<file path="src/rtl/alu_pkg.sv">
// rtl/alu_pkg.sv - shared ALU opcodes, data width and evaluation function
package alu_pkg;

  localparam int DATA_W = 32;

  typedef enum logic [2:0] {
    ADD  = 3'b000,
    SUB  = 3'b001,
    NOT  = 3'b010,
    NAND = 3'b011,
    NOR  = 3'b100,
    AND  = 3'b101,
    OR   = 3'b110,
    XOR  = 3'b111
  } alu_op_e;

  // Two's complement wrap-around; no overflow indication.
  function automatic logic [DATA_W-1:0] alu_eval(input alu_op_e op,
                                                 input logic [DATA_W-1:0] a,
                                                 input logic [DATA_W-1:0] b);
    logic [DATA_W-1:0] res;
    res = '0;
    case (op)
      ADD:  res = a + b;
      SUB:  res = a - b;
      NOT:  res = ~a;
      NAND: res = ~(a & b);
      NOR:  res = ~(a | b);
      AND:  res = a & b;
      OR:   res = a | b;
      XOR:  res = a ^ b;
      default: res = '0;
    endcase
    return res;
  endfunction

endpackage

</file>
<file path="src/rtl/alu.sv">
// rtl/alu.sv - two-stage ALU: operands registered one edge, opcode applied the next
module alu
  import alu_pkg::*;
(
  input  logic              clk,
  input  logic [DATA_W-1:0] a,
  input  logic [DATA_W-1:0] b,
  input  alu_op_e           op,
  output logic [DATA_W-1:0] r
);

  logic [DATA_W-1:0] a_q;
  logic [DATA_W-1:0] b_q;

  // Operand stage: capture a/b (no reset; consumers gate on their own valid).
  always_ff @(posedge clk) begin
    a_q <= a;
    b_q <= b;
  end

  // Result stage: opcode arrives one cycle after the operands.
  always_ff @(posedge clk) begin
    r <= alu_eval(op, a_q, b_q);
  end

endmodule

</file>
<file path="src/rtl/alu_arbiter.sv">
// rtl/alu_arbiter.sv - round-robin sharing of one ALU with tagged, credit-protected response FIFO
module alu_arbiter
  import alu_pkg::*;
#(
  parameter  int NUM_REQ    = 4,
  parameter  int FIFO_DEPTH = 4,
  localparam int ID_W       = $clog2(NUM_REQ)
) (
  input  logic                            clk,
  input  logic                            rst_n,
  input  logic [NUM_REQ-1:0]              req_valid,
  output logic [NUM_REQ-1:0]              req_ready,
  input  logic [NUM_REQ-1:0][DATA_W-1:0]  req_a,
  input  logic [NUM_REQ-1:0][DATA_W-1:0]  req_b,
  input  logic [NUM_REQ-1:0][2:0]         req_op,
  output logic                            rsp_valid,
  input  logic                            rsp_ready,
  output logic [ID_W-1:0]                 rsp_id,
  output logic [DATA_W-1:0]               rsp_r,
  output logic                            busy
);

  localparam int PTR_W = $clog2(FIFO_DEPTH);
  localparam int CNT_W = PTR_W + 1;

  typedef struct packed {
    logic [ID_W-1:0]   id;
    logic [DATA_W-1:0] r;
  } alu_rsp_t;

  logic [NUM_REQ-1:0] grant;
  logic [ID_W-1:0]    grant_id;
  logic               grant_any;
  logic [ID_W-1:0]    cand;
  logic [ID_W-1:0]    rr_ptr;
  logic               can_issue;
  logic               issue;
  logic [CNT_W:0]     credit_used;

  logic               s1_valid;
  alu_op_e            s1_op;
  logic [ID_W-1:0]    s1_id;
  logic               s2_valid;
  logic [ID_W-1:0]    s2_id;

  logic [DATA_W-1:0]  alu_a;
  logic [DATA_W-1:0]  alu_b;
  alu_op_e            alu_op;
  logic [DATA_W-1:0]  alu_r;

  alu_rsp_t           mem [FIFO_DEPTH];
  logic [PTR_W-1:0]   wr_ptr;
  logic [PTR_W-1:0]   rd_ptr;
  logic [CNT_W-1:0]   count;
  logic               push;
  logic               pop;

  // Conservative credit: every in-flight op owns a FIFO slot; same-cycle pops are ignored.
  assign credit_used = (CNT_W+1)'(s1_valid) + (CNT_W+1)'(s2_valid) + (CNT_W+1)'(count);
  assign can_issue   = credit_used < (CNT_W+1)'(FIFO_DEPTH);

  // Round-robin search starting just after the last accepted requester.
  always_comb begin
    grant     = '0;
    grant_id  = '0;
    grant_any = 1'b0;
    cand      = '0;
    for (int k = 1; k <= NUM_REQ; k++) begin
      cand = ID_W'((int'(rr_ptr) + k) % NUM_REQ);
      if (!grant_any && req_valid[cand]) begin
        grant_any   = 1'b1;
        grant[cand] = 1'b1;
        grant_id    = cand;
      end
    end
  end

  // Ready is held low during reset even though the credit logic would allow issue.
  assign req_ready = grant & {NUM_REQ{can_issue & rst_n}};
  assign issue     = |req_ready;

  assign alu_a  = grant_any ? req_a[grant_id] : '0;
  assign alu_b  = grant_any ? req_b[grant_id] : '0;
  assign alu_op = s1_valid ? s1_op : ADD;

  alu u_alu (
    .clk (clk),
    .a   (alu_a),
    .b   (alu_b),
    .op  (alu_op),
    .r   (alu_r)
  );

  // Arbiter pointer and the valid/op/id shadow pipeline tracking the ALU stages.
  always_ff @(posedge clk or negedge rst_n) begin
    if (!rst_n) begin
      rr_ptr   <= ID_W'(NUM_REQ - 1);
      s1_valid <= 1'b0;
      s1_op    <= ADD;
      s1_id    <= '0;
      s2_valid <= 1'b0;
      s2_id    <= '0;
    end else begin
      if (issue) begin
        rr_ptr <= grant_id;
      end
      s1_valid <= issue;
      s1_op    <= alu_op_e'(req_op[grant_id]);
      s1_id    <= grant_id;
      s2_valid <= s1_valid;
      s2_id    <= s1_id;
    end
  end

  assign push = s2_valid;
  assign pop  = rsp_valid & rsp_ready;

  // Response FIFO; storage is cleared so the head reads zero out of reset.
  always_ff @(posedge clk or negedge rst_n) begin
    if (!rst_n) begin
      wr_ptr <= '0;
      rd_ptr <= '0;
      count  <= '0;
      for (int i = 0; i < FIFO_DEPTH; i++) begin
        mem[i] <= '0;
      end
    end else begin
      if (push) begin
        mem[wr_ptr] <= '{id: s2_id, r: alu_r};
        wr_ptr      <= wr_ptr + PTR_W'(1);
      end
      if (pop) begin
        rd_ptr <= rd_ptr + PTR_W'(1);
      end
      case ({push, pop})
        2'b10:   count <= count + CNT_W'(1);
        2'b01:   count <= count - CNT_W'(1);
        default: count <= count;
      endcase
    end
  end

  assign rsp_valid = (count != '0);
  assign rsp_id    = mem[rd_ptr].id;
  assign rsp_r     = mem[rd_ptr].r;
  assign busy      = s1_valid | s2_valid | rsp_valid;

  // The credit check must make a push into a full FIFO (without a pop) impossible.
  no_overflow: assert property (@(posedge clk) disable iff (!rst_n)
    !(push && !pop && (count == CNT_W'(FIFO_DEPTH))));

endmodule
</file>
<file path="config.mk">
export PLATFORM = sky130hd
export DESIGN_NAME = alu_arbiter
export DESIGN_NICKNAME = d
export VERILOG_FILES = /design/src/rtl/alu_pkg.sv /design/src/rtl/alu.sv /design/src/rtl/alu_arbiter.sv
export SDC_FILE = /design/constraint.sdc
export NUM_CORES = 1
export LEC_CHECK = 0
export ABC_AREA = 1
export CAP_MARGIN = 20
export CORE_AREA = 5 5 143 282
export CTS_CLUSTER_SIZE = 16
export DETAILED_ROUTE_END_ITERATION = 6
export DIE_AREA = 0 0 148 287
export PLACE_DENSITY = 0.7
export SETUP_SLACK_MARGIN = 0.5
export SLEW_MARGIN = 20
export SYNTH_ARGS = -nofsm -noshare
export SYNTH_HDL_FRONTEND = slang
export SYNTH_SLANG_ARGS = --single-unit
</file>
<file path="constraint.sdc">
create_clock -name clk -period 3.8 [get_ports clk]
set_input_delay 0.76 -clock clk [delete_from_list [all_inputs] [get_ports clk]]
set_output_delay 0.76 -clock clk [all_outputs]
set_load 0.03 [all_outputs]
</file>
==> run summary <==
worst path bufs/invs = 5
Yosys warnings = 0
Setup crit start = rr_ptr[0]
R2R depth = 18
crit path launch type = flip-flop
Hold-fix buffers, CTS = 0
top_reg_cell synth = dfrtp_1
Layout Area Growth over Synthesis = 32.4%
vias per cell = 5.39
fin. max-slew vios = 0
status = finished, final reports clean
Post-synth EDFFs = 0
Syn Area/Cell = 6.75 µm²
row count = 101
CP arrival = 2.53 ns
Die Y = 287 µm
critical path endpoint = req_ready[1]
Synth top cells by count = nand2_1, inv_1, o21ai_0
largest area contributor in the netlist = dfrtp_1
R2R Setup Slk = 0.52 ns
Clock Tree Root = clkbuf_16
antenna viol nets, final = 0
vias = 17600
Die W = 148 µm
family with the most delay on the worst path = simple AND/OR/NAND/NOR gates
synth unique cells = 48
Crit. End Element = output port
CP cell instances = inv_4, ha_4, inv_2, nand3_4, nand2_4, nor2_4, buf_6, nand4_1, nand3_2, nand2_2, inv_2, buf_6
die area = 0.0425 mm²
Fin Hold WS = 0.0812 ns
Synth Instances = 2500
pin count of the biggest net entering global routing = 89
Skew-Pair Late Insertion Delay = 0.53 ns
DP Wirelength = 45900 µm
Util after Layout = 59.1%
count leader, synth = nand2_1
fill cell count = 3536
average wire per standard cell = 18.2 µm
Clock Skews = 0.0111 ns
clk sinks = 250
drt total wl = 59500 µm
r2r startpoint = u_alu.b_q[2]
Worst path slowest cell = dfstp_2
Max Cap Viol = 0
asr flop ratio synth = 61.6%
vias in the first global route = 17600
HP Class = input port to asynchronous set/reset pin
Final Hold Viols = 0
Setup Total Neg Slack = 0 ns
Rel. slew slack = 25.8%
I/O pins = 315
RSZ-0062 raised after global routing = true
NumNets Final = 3176
GPL Wtd Cong = 0.976
Mapped Nets = 2885
drt pass-1 iters = 5
post-synthesis register bit count = 250
Crit path depth = 12
Setup WS pre-CTS = -0.160 ns
initial core utilization = 44.7%
# DRC = 0
top cells by area, synth = dfrtp_1, nand2_1, dfxtp_1, o21ai_0, ha_1
Setup Viol. Count Final = 0
GRT Util Overall = 27.0%
share of cells above drive strength 1 = 9.65%
DR iter-0 viols = 868
Reg-to-Reg End = u_alu.r[25]
final worst path period share = 86.5%
core area = 0.0378 mm²
Final WS setup = 0.514 ns
Clock transition at path regs = 0.07 ns
f_max = 304 MHz
cts bufs inserted = 24
first-pass GRT wire length = 92400 µm
WS Path Type = flip-flop to output port
clock buffer depth = 3
Worst Path Required = 3.04 ns
Worst path max stage delay = 0.56 ns
initial antenna violation count = 2
worst-margin pin slew = 1.11 ns
synthesized area = 0.0169 mm²
crit path time final = 3.29 ns
GRT overflow = 0
htree depth = 1
critical path fanouts, max = 8
port bufs = 314
share of the synthesized area in the top cell type = 22.5%
sequential area share after synthesis = 34.2%
CTS tree = done
-- placed cells by master (no fill, tap or decap), types with 69 or more instances in the layout --
| cell type | count |
|---|---|
| ha_1 | 103 |
| o21ai_0 | 259 |
| nand3_1 | 177 |
| dfxtp_1 | 93 |
| dfrtp_1 | 151 |
| a21oi_1 | 108 |
| inv_1 | 302 |
| clkdlybuf4s50_1 | 275 |
| nand2_1 | 683 |
| buf_4 | 69 |
| nor2_1 | 149 |
-- metrics by stage --
stage,cell area [µm²],cells
2_1_floorplan,16900,2500
3_3_place_gp,20900,3208
3_5_place_dp,20900,3209
4_1_cts,22000,3261
5_1_grt,22300,3274
6_report,22300,3274
-- worst reg2reg max path, cell delays in order, from the launching register on --
cell and delay [ns]:
dfxtp_1 0.38, inv_1 0.12, nand3_1 0.14, nor2_2 0.17
inv_1 0.11, buf_4 0.16, o31ai_2 0.39, xor2_1 0.13
ha_1 0.45, nand2_2 0.14, nor2_4 0.20, inv_1 0.07
nor2_1 0.14, inv_1 0.05, o21a_1 0.17, nand2_1 0.11
nand2_1 0.07, nand2_1 0.05, o21ai_0 0.06
-- worst min-delay path by stage --
stage          startpoint       end  slack, ns  cells past startpoint
2_1_floorplan    s1_id[0]  s2_id[0]       0.33                      0
4_1_cts             rst_n  mem[124]       0.07                      1
6_report            rst_n  mem[124]       0.08                      1
3_5_place_dp     s1_id[1]  s2_id[1]       0.34                      0
3_3_place_gp     s1_id[1]  s2_id[1]       0.34                      0
5_1_grt             rst_n  mem[124]       0.09                      1
-- registers in the layout (all words and copies together), names as in the netlist, 2 cells and up --
name	flops
u_alu.a_q	32
u_alu.b_q	32
rr_ptr	2
wr_ptr	2
s1_op	3
s1_id	2
rd_ptr	2
u_alu.r	32
s2_id	2
mem	136
count	3
-- cells by family (layout without fill, tap and decap cells) --
logic type,after synthesis,after routing,share of synthesized area (%)
simple gates,1120,1120,27.1
compound gates,524,524,17.2
buf+inv,447,756,10.7
flops,250,250,34.2
fa+ha+maj,110,110,8.25
xor+xnor,49,49,2.54
other cells,0,2,0
-- timing repair --
item,CTS,global route
gates cloned,1,0
pin swaps,14,30
setup buffers,7,11
setup endpoints to repair,18,26
gates resized for setup,57,79
-- metal layers --
metal / routed length [µm] / GRT usage [%] / vias to the layer above
met4: 3260 / 13.5 / 0
met1: 21200 / 28.7 / 8085
met5: 0 / 0 / -
met3: 3470 / 3.27 / 159
li1: - / - / 8678
met2: 31600 / 51.7 / 721
-- area by class of cell --
class,instances,area [µm²],share of cell area (%)
sequential,250,5780,25.9
tap,463,579,2.59
multi-input combinational,1803,9700,43.4
clock inverter,8,153,0.683
antenna,2,5.00,0.0224
inverter,318,1210,5.40
timing repair buffer,394,4200,18.8
clock buffer,36,717,3.21
Power is not shown: default switching activity piles up to over one toggle a cycle in this logic, so the estimate is an artifact.
